--- src/rtl/adder_tree_accum.sv ---
// Consumes a fixed-latency adder tree: times its results with a valid pipe, sums COUNT of them
// per group, and queues group sums in a 2-entry FIFO. Define ADDER_TREE_ACCUM_SAT_EN to saturate.
module adder_tree_accum #(
    parameter int W     = 8,
    parameter int ACC_W = 16,
    parameter int LAT   = 3,
    parameter int COUNT = 4
) (
    input  logic                       clk,
    input  logic                       rst_n,
    input  logic                       in_valid,
    input  logic [W-1:0]               tree_sum,
    output logic [ACC_W-1:0]           out_data,
    output logic                       out_valid,
    input  logic                       out_ready,
    output logic [$clog2(COUNT+1)-1:0] grp_count,
    output logic                       overflow
);
    localparam int CW = $clog2(COUNT + 1);

    logic [LAT-1:0]   vpipe_q, vpipe_d;
    logic [ACC_W-1:0] acc_q, acc_d, acc_next;
    logic [CW-1:0]    cnt_q, cnt_d;
    logic [ACC_W-1:0] mem_q [2];
    logic             wr_ptr_q, wr_ptr_d, rd_ptr_q, rd_ptr_d;
    logic [1:0]       occ_q, occ_d;
    logic [ACC_W-1:0] last_q, last_d;
    logic             ovf_q, ovf_d;
    logic             sample, push, pop, push_ok;

`ifdef ADDER_TREE_ACCUM_SAT_EN
    logic [ACC_W:0] sum_wide;
    // Operands are unsigned, so a carry out means the true sum exceeds the maximum.
    assign sum_wide = {1'b0, acc_q} + (ACC_W+1)'(tree_sum);
    assign acc_next = sum_wide[ACC_W] ? '1 : sum_wide[ACC_W-1:0];
`else
    assign acc_next = acc_q + ACC_W'(tree_sum);
`endif

    assign sample = vpipe_q[LAT-1];

    always_comb begin
        // NOTE: every variable gets a default before any branch so no latch is inferred.
        vpipe_d    = vpipe_q;
        vpipe_d[0] = in_valid;
        for (int i = 1; i < LAT; i++) vpipe_d[i] = vpipe_q[i-1];

        push  = 1'b0;
        acc_d = acc_q;
        cnt_d = cnt_q;
        if (sample) begin
            if (cnt_q == CW'(COUNT - 1)) begin
                push  = 1'b1;
                acc_d = '0;
                cnt_d = '0;
            end else begin
                acc_d = acc_next;
                cnt_d = cnt_q + 1'b1;
            end
        end

        // A pop in the same cycle frees the slot a full-queue push needs.
        pop      = (occ_q != 2'd0) && out_ready;
        push_ok  = push && ((occ_q != 2'd2) || pop);
        occ_d    = occ_q + {1'b0, push_ok} - {1'b0, pop};
        wr_ptr_d = wr_ptr_q ^ push_ok;
        rd_ptr_d = rd_ptr_q ^ pop;
        last_d   = pop ? mem_q[rd_ptr_q] : last_q;
        ovf_d    = ovf_q | (push & ~push_ok);
    end

    // NOTE: sequential state uses non-blocking assignments so all registers update together.
    always_ff @(posedge clk or negedge rst_n) begin
        if (!rst_n) begin
            vpipe_q  <= '0;
            acc_q    <= '0;
            cnt_q    <= '0;
            wr_ptr_q <= 1'b0;
            rd_ptr_q <= 1'b0;
            occ_q    <= '0;
            last_q   <= '0;
            ovf_q    <= 1'b0;
        end else begin
            vpipe_q  <= vpipe_d;
            acc_q    <= acc_d;
            cnt_q    <= cnt_d;
            wr_ptr_q <= wr_ptr_d;
            rd_ptr_q <= rd_ptr_d;
            occ_q    <= occ_d;
            last_q   <= last_d;
            ovf_q    <= ovf_d;
        end
    end

    // NOTE: queue storage is not reset; occupancy gates every read, so stale contents are never seen.
    always_ff @(posedge clk) begin
        if (push_ok) mem_q[wr_ptr_q] <= acc_next;
    end

    assign out_valid = (occ_q != 2'd0);
    assign out_data  = out_valid ? mem_q[rd_ptr_q] : last_q;
    assign grp_count = cnt_q;
    assign overflow  = ovf_q;

endmodule

--- config.mk ---
export PLATFORM = sky130hd
export DESIGN_NAME = adder_tree_accum
export DESIGN_NICKNAME = d
export VERILOG_FILES = /design/src/rtl/adder_tree_accum.sv
export SDC_FILE = /design/constraint.sdc
export NUM_CORES = 1
export LEC_CHECK = 0
export ABC_AREA = 1
export CORE_UTILIZATION = 60
export DETAILED_ROUTE_END_ITERATION = 12
export PLACE_DENSITY_LB_ADDON = 0.2
export SLEW_MARGIN = 20
export SYNTH_ARGS = -nofsm -noshare
export SYNTH_HDL_FRONTEND = slang
export SYNTH_SLANG_ARGS = --single-unit
--- constraint.sdc ---
create_clock -name clk -period 3.33 [get_ports clk]
set_clock_uncertainty 0.2 [all_clocks]
set_input_delay 0.999 -clock clk [delete_from_list [all_inputs] [get_ports clk]]
set_output_delay 0.999 -clock clk [all_outputs]
set_load 0.005 [all_outputs]
### Yosys cells after proc, flatten, opt, wreduce, memory -nomap -nowiden

Memory sizes are Yosys's and may differ from the RTL's.
Cells that the tools add are included.

| cells by class | value |
|---|---|
| multiplexer cells | 7 |
| reductions and logical operators | 4 |
| $add $sub $neg | 4 |
| equality and inequality tests | 2 |
| bitwise operators | 5 |

Operators with widths:

| kind | count |
|---|---|
| two-way mux 16 bit | 2 |
| adder 16 x 8 -> 16 bit | 1 |
| two-way mux 1 bit | 4 |
| adder 3 x 1 -> 3 bit, second input constant | 1 |
| equality test 3 x 2 -> 1 bit, second input constant | 1 |
| two-way mux 3 bit | 1 |
| adder 2 x 1 -> 2 bit | 1 |
| logical AND 1 bit | 2 |
| != test 2 bit, second input constant | 1 |
| nonzero test 2 bit | 1 |
| subtractor 2 x 1 -> 2 bit | 1 |
| XOR 1 bit | 2 |
| bitwise AND 1 bit | 1 |
| logical OR 1 bit | 1 |
| NOT 1 bit | 1 |
| OR 1 bit | 1 |

| word-level totals | value |
|---|---|
| register bits after elaboration | 43 |
| input bits | 12 |
| memories | 1 |
| output and inout bits | 21 |
| RAM bits | 32 |

Memory list:

| name | depth | width | rd ports | clocked after memory_dff | write ports | RTL line | text |
|---|---|---|---|---|---|---|---|
| mem_q | 2 | 16 | 1 | 0 | 1 | 24 | `logic [ACC_W-1:0] mem_q [2];` |

### Depth between registers and ports, before layout

Gate-level depths: netlist of run 1.

| logic depth | value |
|---|---|
| depth after elaboration | 7 |
| depth in mapped cells | 11 |

### Worst setup path before layout of run 1

OpenSTA, ideal clock, no wires.

| timing | value |
|---|---|
| path kind | in2reg |
| from | input port tree_sum[0] |
| to | memory mem_q[0][8] (data pin) |
| buffers on the path | 0 |
| library setup time | 258 ps |
| arrival | 2299 ps |
| slack | 573 ps |
| data required time | 2872 ps |
| cell stages on the path | 8 |
| cells stage by stage | ha_1 > fa_1 > nand3_1 > nand3_1 > nand2_1 > nand2_1 > or2_1 > and2_1 |

| between the ends | value |
|---|---|
| word-level cells in the longest chain between the ends | 1 |

RTL lines:

| what | RTL line | text |
|---|---|---|
| from (decl) | 12 | `input logic [W-1:0] tree_sum,` |
| adder 16 x 8 -> 16 bit | 37 | `assign acc_next = acc_q + ACC_W'(tree_sum);` |
| named net acc_next[8] | 22 | `logic [ACC_W-1:0] acc_q, acc_d, acc_next;` |
| to (decl) | 24 |  |

The timed path passes the listed nets, and every way through them passes these cells.

### Final worst setup path of run 1

| timing | value |
|---|---|
| from | register occ_q[0] |
| to | output port out_data[14] |

| between the ends | value |
|---|---|
| word-level cells in the longest chain between the ends | 2 |

RTL lines:

| what | RTL line | text |
|---|---|---|
| from (decl) | 26 | `logic [1:0] occ_q, occ_d;` |
| from (signal assigned) | 80 | `occ_q <= '0;` |
| from (signal assigned) | 89 | `occ_q <= occ_d;` |
| nonzero test 2 bit | 100 | `assign out_valid = (occ_q != 2'd0);` |
| two-way mux 16 bit | 101 | `assign out_data = out_valid ? mem_q[rd_ptr_q] : last_q;` |
| to (decl) | 13 | `output logic [ACC_W-1:0] out_data,` |

No other way between the ends.

==> Implementation_results.wiki, run 1 <==
{| class="wikitable"
! Metric !! Value
|-
| Input/output buffers || 32
|-
| WP data arrival || about 2 ns
|-
| Maximum clock path buffer count || 2
|-
| Antenna violation net count after detailed routing || 0
|-
| Die span in x || 80.7 um
|-
| Initial Util || 62.4%
|-
| Startpoint of the lowest-slack hold path || vpipe_q[0]
|-
| Endpoint of the most critical register-to-register path || mem_q[1][8]
|-
| Switching fraction of total power || 38.0%
|-
| Clock slew seen by the registers of the worst setup and hold paths || 0.08 ns
|-
| Final-report hold violation count || 0
|-
| Multi-input combinational cell area || 1450 sq um
|-
| Result of the run || complete, no violations
|-
| Via count of the first global-routing pass || between 2000 and 3000
|-
| Number of flops mapped to enable cells by yosys || 32
|-
| First drt pass iteration count || 4
|-
| Top-Level Pins || 33
|-
| Die height || about 81 um
|-
| Core area || 5960 sq um
|-
| Detailed-route wire length || about 7200 um
|-
| Number of setup violations in the final report || 0
|-
| Final-report max-slew violation count || 0
|-
| Max Fanout on Critical Path || 9
|-
| Finished layout cell area || about 4400 sq um
|-
| Required time of the critical path || 2.13 ns
|-
| Fin Setup TNS || 0 ns
|-
| Area overhead of the layout relative to synthesis || 17.7%
|-
| Area of placed instances || 4120 sq um
|-
| Crit start category || flop
|-
| Fraction of power consumed by sequential logic || 37.4%
|-
| Final HPWL from detailed placement || 4960 um
|-
| Last weighted congestion value of the routability-driven placer || approximately 0.88
|-
| End point of the worst hold path || vpipe_q[1]
|-
| Global routing usage summed across all routing layers || roughly a quarter
|-
| DRC violation count after routing || 0
|-
| Commonest cells after routing, fill and taps aside || nand2_1, inv_1, dfrtp_1
|-
| Internal reg-to-reg setup slack || around 1.1 ns
|-
| Insertion delay to the later sink of the worst-skew pair || between 0.3 and 0.4 ns
|-
| Post-synthesis average cell area || 8.81 sq um
|-
| Proportion of layout cells with a drive suffix above 1 || approximately a tenth
|-
| Number of inserted filler cells in the final layout || around 420
|-
| Post-synth net total || between 400 and 500
|-
| Library cells used by synthesis || 29
|-
| Number of instances in the synthesized netlist || 422
|-
| CTS Buf Count || 9
|-
| Proportion of power drawn by combinational gates || between 40 and 50%
|-
| Die Outline Area || approximately 6500 sq um
|-
| Initial DRC Count || 181
|-
| H-Tree Level Count || 3
|-
| Drt via density || 5.17
|-
| Actual transition at the worst max-transition pin || 0.695 ns
|-
| Maximum Capacitance Violations || 0
|-
| Path depth of the worst reg2reg path || 8
|-
| Clock tree from TritonCTS || yes
|-
| Max Fclk || 0.317 GHz
|-
| Nature of the critical path endpoint || output pin
|-
| Cell count of the worst hold path || 0
|-
| Static Leak || 2.08 nW
|-
| Net count, final || approximately 490
|-
| Crit Path Class || reg2out
|-
| Row count || 28
|-
| Type of the most critical hold path || reg2reg
|-
| Largest net degree at the start of global routing || 34
|-
| Part of the power in the clock network || 17.7%
|-
| Clock sinks || 75
|-
| Power density over the cells || 889 nW/um^2
|-
| Hold-fix buffers at CTS || 0
|-
| Net switching component of the power || 0.00148 W
|-
| Antenna cells || 0
|-
| Wire per inst || 13.2 um
|-
| Predominant post-synthesis flop cell || dfrtp_1
|-
| Final Power || 0.00389 W
|-
| Total of flip-flops plus latches after synthesis || between 70 and 80
|-
| Area taken by flip-flops and latches || 2040 sq um
|-
| Sequential area share after synthesis || 54.8%
|-
| Most common cell after layout, fill and taps aside || nand2_1
|-
| Initial antenna violation count || 0
|-
| Maximum vdd ir drop || 0.504 mV
|-
| Tightest slew margin relative to the limit || ~54%
|-
| First-pass GRT wire length || roughly 12000 um
|-
| Fraction of synthesis flops using an asynchronous set or reset pin || 57.3%
|-
| Mapped cell area || 3720 sq um
|-
| Critical R2R Launch || acc_q[0]
|-
| Clk Tree Root Cell || clkbuf_8
|-
| Via count of the routed design || 2822
|-
| Final period utilization || a little over nine tenths
|-
| Internal power component || 0.00241 W
|-
| RSZ-0062 raised after global routing || no
|-
| Minimum clock period || between 3 and 4 ns
|-
| Count of warnings emitted by yosys || 0
|-
| Grt total ovfl || 0
|}
-- kinds of logic (layout without fill, tap and decap cells) --
group                    after synthesis  in the layout  synth area share (%)
AO/OA/AOI/OAI                         44             44                  6.50
buffers and inverters                 62            111                  6.50
adder cells (fa/ha/maj)               14             14                  4.92
XOR/XNOR                               9              9                  2.32
AND/OR/NAND/NOR                      218            218                  24.9
flip-flops                            75             75                  54.8
-- registers in the layout (all words and copies together) (netlist names) --
| signal | cells |
|---|---|
| mem_q | 32 |
| acc_q | 16 |
| last_q | 16 |
| grp_count | 3 |
| vpipe_q | 3 |
| occ_q | 2 |
| overflow | 1 |
| rd_ptr_q | 1 |
| wr_ptr_q | 1 |
-- routing by layer --
layer | GRT usage, % | share of wire (%) | vias to the layer above
met5 | 0 | 0 | -
met4 | 12.9 | 1.8 | 0
met3 | 4.09 | 4.0 | 12
met2 | 40.2 | 48 | 77
met1 | 33.2 | 47 | 1308
li1 | - | - | 1425
-- worst max-delay path by stage --
stage	startpoint	end	cells after the start
3_3_place_gp	tree_sum[0]	mem_q[0][8]	9
5_1_grt	occ_q[0]	out_data[15]	5
6_report	occ_q[0]	out_data[14]	7
2_1_floorplan	tree_sum[0]	mem_q[0][8]	8
4_1_cts	occ_q[1]	out_data[14]	5
3_5_place_dp	tree_sum[0]	mem_q[1][8]	9
-- cell usage after synthesis, types with 2 or more instances --
| library cell | instances | area share (%) |
|---|---|---|
| xor2_1 | 4 | 0.94 |
| nor2_1 | 10 | 1.0 |
| xnor2_1 | 4 | 0.94 |
| inv_2 | 3 | 0.30 |
| buf_2 | 7 | 0.94 |
| nor2_2 | 4 | 0.67 |
| o21ai_0 | 25 | 3.4 |
| nand3b_1 | 3 | 0.61 |
| edfxtp_1 | 32 | 26 |
| dfrtp_1 | 43 | 29 |
| or2_1 | 4 | 0.67 |
| clkbuf_1 | 3 | 0.30 |
| o21ai_1 | 11 | 1.5 |
| inv_1 | 48 | 4.8 |
| a21oi_2 | 2 | 0.47 |
| nand4_1 | 3 | 0.51 |
| nand3_1 | 20 | 2.7 |
| nand2_1 | 159 | 16 |
| a22o_1 | 3 | 0.71 |
| a21oi_1 | 2 | 0.27 |
| and2_1 | 7 | 1.2 |
| nand2_2 | 6 | 1.0 |
| ha_1 | 13 | 4.4 |
-- what timing repair did --
| item | 4_1_cts | 5_1_grt |
|---|---|---|
| pin swaps | 0 | 1 |
| resized for setup | 4 | 1 |
| setup buffers | 3 | 2 |
| gates cloned | 1 | 0 |
| endpoints found under the setup margin | 15 | 10 |
-- worst max-delay path, cell delays in order (launching register included) --
cell and delay [ns]:
dfrtp_1 0.43, nor2_4 0.16, buf_4 0.15, clkinvlp_4 0.08, buf_4 0.17, nand2_1 0.06, o21ai_0 0.09, clkdlybuf4s50_1 0.46
-- power groups by stage --
stage                     clock network [W]  logic, W  registers, W
final                              0.000689   0.00174       0.00145
after floorplan                           0   0.00107       0.00142
after detailed placement                  0   0.00166       0.00146
after CTS                          0.000699   0.00173       0.00145
after global placement                    0   0.00160       0.00145
after global routing               0.000736   0.00197       0.00148
-- stage by stage --
| step | std cells | hold slack [ns] | setup slack [ns] | utilization [%] |
|---|---|---|---|---|
| floorplan | 422 | 0.131 | 0.573 | - |
| detailed placement | 524 | 0.137 | 0.115 | 69.2 |
| finish | 546 | 0.152 | 0.180 | 73.4 |
| global placement | 524 | 0.133 | 0.139 | 69.2 |
| global route | 546 | 0.159 | 0.0872 | 73.4 |
| CTS | 544 | 0.155 | 0.0641 | 73.1 |
-- layout make-up --
cell class              count  share of cell area [%]
clock buffers               9                    2.83
repair inverters            1                   0.172
multi-input cells         285                    33.0
flip-flops and latches     75                    46.6
well taps                  75                    2.15
repair buffers             43                    9.10
clock inverters             7                    1.57
inverters                  51                    4.55
Power figures use the tool's default switching activity.
==> run 2, diff against run 1 <==
- CORE_ASPECT_RATIO: default -> 1.5
- SLEW_MARGIN: 20 -> default
==> run 2 against run 1 <==
Effect of this change: setup slack got worse by 0.062 ns; die area barely moved; combinational power barely moved.
==> Implementation_results.wiki, run 2 (synthesized netlist as in run 1, its figures left out) <==
{| class="wikitable"
! Metric !! Value
|-
| Result of the run || complete, no violations (unchanged)
|-
| Clock slew seen by the registers of the worst setup and hold paths || 0.08 ns (about the same)
|-
| Initial Util || 63.3% (was 62.4%)
|-
| Antenna cells || 0 (unchanged)
|-
| First drt pass iteration count || 4 (unchanged)
|-
| Commonest cells after routing, fill and taps aside || nand2_1, inv_1, dfrtp_1 (unchanged)
|-
| Static Leak || 2.13 nW (was 2.08 nW)
|-
| Crit start category || flop (unchanged)
|-
| Required time of the critical path || 2.13 ns (about the same)
|-
| Nature of the critical path endpoint || output pin (unchanged)
|-
| WP data arrival || 2.01 ns (was 1.95 ns)
|-
| Fin Setup TNS || 0 ns (unchanged)
|-
| Proportion of layout cells with a drive suffix above 1 || 10.6% (was 10.2%)
|-
| Net count, final || 493 (was 492)
|-
| Minimum clock period || 3.21 ns (was 3.15 ns)
|-
| Number of setup violations in the final report || 0 (unchanged)
|-
| Maximum vdd ir drop || 0.481 mV (was 0.504 mV)
|-
| Drt via density || 5.25 (was 5.17)
|-
| Maximum Capacitance Violations || 0 (unchanged)
|-
| Final HPWL from detailed placement || 5130 um (was 4960 um)
|-
| Number of inserted filler cells in the final layout || 434 (was 423)
|-
| Row count || 34 (was 28)
|-
| H-Tree Level Count || 3 (unchanged)
|-
| Clock sinks || 75 (unchanged)
|-
| Final-report hold violation count || 0 (unchanged)
|-
| Wire per inst || 14.0 um (was 13.2 um)
|-
| Global routing usage summed across all routing layers || 26.8% (was 25.1%)
|-
| Maximum clock path buffer count || 2 (unchanged)
|-
| Most common cell after layout, fill and taps aside || nand2_1 (unchanged)
|-
| Largest registers || mem_q (32), acc_q (16), last_q (16) (unchanged)
|-
| Via count of the first global-routing pass || 2844 (was 2666)
|-
| Via count of the routed design || 2856 (was 2822)
|-
| Clk Tree Root Cell || clkbuf_8 (unchanged)
|-
| CTS Buf Count || 9 (unchanged)
|-
| Internal reg-to-reg setup slack || 1.10 ns (was 1.12 ns)
|-
| Worst slack on hold paths || 0.152 ns (about the same)
|-
| Top-Level Pins || 33 (unchanged)
|-
| Antenna violation net count after detailed routing || 0 (unchanged)
|-
| Die Outline Area || 6520 sq um (was 6510 sq um)
|-
| Largest net degree at the start of global routing || 34 (unchanged)
|-
| Detailed-route wire length || 7600 um (was 7180 um)
|-
| Die span in x || 66.3 um (was 80.7 um)
|-
| Crit Path Class || reg2out (unchanged)
|-
| Insertion delay to the later sink of the worst-skew pair || 0.36 ns (was 0.35 ns)
|-
| Final-report max-slew violation count || 0 (unchanged)
|-
| Reg with most FFs || mem_q (unchanged)
|-
| Max Fclk || 0.311 GHz (was 0.317 GHz)
|-
| Final period utilization || 96.4% (was 94.6%)
|-
| Die height || 98.4 um (was 80.7 um)
|-
| Area overhead of the layout relative to synthesis || 19.4% (was 17.7%)
|-
| Last weighted congestion value of the routability-driven placer || 0.867 (was 0.875)
|-
| Initial antenna violation count || 0 (unchanged)
|-
| Clock tree from TritonCTS || yes (unchanged)
|-
| Actual transition at the worst max-transition pin || 0.565 ns (was 0.695 ns)
|-
| Grt total ovfl || 0 (unchanged)
|-
| First-pass GRT wire length || 12900 um (was 12100 um)
|-
| Max Fanout on Critical Path || 17 (was 9)
|-
| Core area || 5870 sq um (was 5960 sq um)
|-
| Type of the most critical hold path || reg2reg (unchanged)
|-
| Number of flip-flops under the largest register name || 32 (unchanged)
|-
| Initial DRC Count || 115 (was 181)
|-
| DRC violation count after routing || 0 (unchanged)
|-
| Tightest slew margin relative to the limit || 62.3% (was 53.6%)
|-
| RSZ-0062 raised after global routing || no (unchanged)
|-
| Input/output buffers || 32 (unchanged)
|-
| Power density over the cells || 919 nW/um^2 (was 889 nW/um^2)
|}
==> run 2: critical path, cell delays in order (launching register included) <==
cell             delay (ns)
dfrtp_1                0.42
nor2_4                 0.20
clkinvlp_4             0.11
buf_4                  0.19
o21ai_0                0.19
clkdlybuf4s50_1        0.53
==> run 2: final cells by class <==
cell class / instances / area, sq um / area share (%)
inverters: 51 / 199 / 4.48
flip-flops and latches: 75 / 2040 / 45.9
clock inverters: 6 / 113 / 2.54
clock buffers: 10 / 128 / 2.88
multi-input cells: 285 / 1450 / 32.6
well taps: 72 / 90.1 / 2.03
repair buffers: 44 / 418 / 9.42
repair inverters: 1 / 7.51 / 0.169
==> run 2: timing repair <==
item	CTS	global route
pin swaps	0	1
buffers inserted	3	2
cloned	1	0
endpoints found under the setup margin	16	6
hold buffers	0	0
resized for setup	4	1
==> run 2: final timing paths <==
check / start / endpoint / cells after the start
worst min-delay path: vpipe_q[1] / vpipe_q[2] / 0
max in group asynchronous: rst_n / vpipe_q[1] / 2
worst max-delay path: occ_q[0] / out_data[15] / 5
worst max register to register: acc_q[0] / mem_q[0][8] / 8
min in group asynchronous: rst_n / last_q[2] / 1
worst min register to register: vpipe_q[1] / vpipe_q[2] / 0
==> run 2: per-stage QoR <==
stage	instances	power, W	worst slack (ns)	util, %	instance area (sq um)
after global routing	544	0.00438	0.0114	75.6	4440
after floorplan	422	0.00250	0.573	-	3720
final	544	0.00408	0.118	75.6	4440
after global placement	522	0.00304	0.134	70.2	4120
after CTS	542	0.00405	0.0538	75.0	4410
after detailed placement	522	0.00312	0.108	70.2	4120
==> run 2: metal layers <==
layer	GRT usage [%]	vias to the layer above	part of all wire (%)
met3	6.19	13	3.2
li1	-	1430	-
met2	47.6	59	53
met4	10.8	0	2.5
met1	29.9	1354	41
met5	0	-	0
==> run 2: where the power goes <==
group,total [W],internal [W],switching [W]
registers,0.00145,0.00130,0.000150
clock network,0.000852,0.000501,0.000351
logic,0.00177,0.000780,0.000990
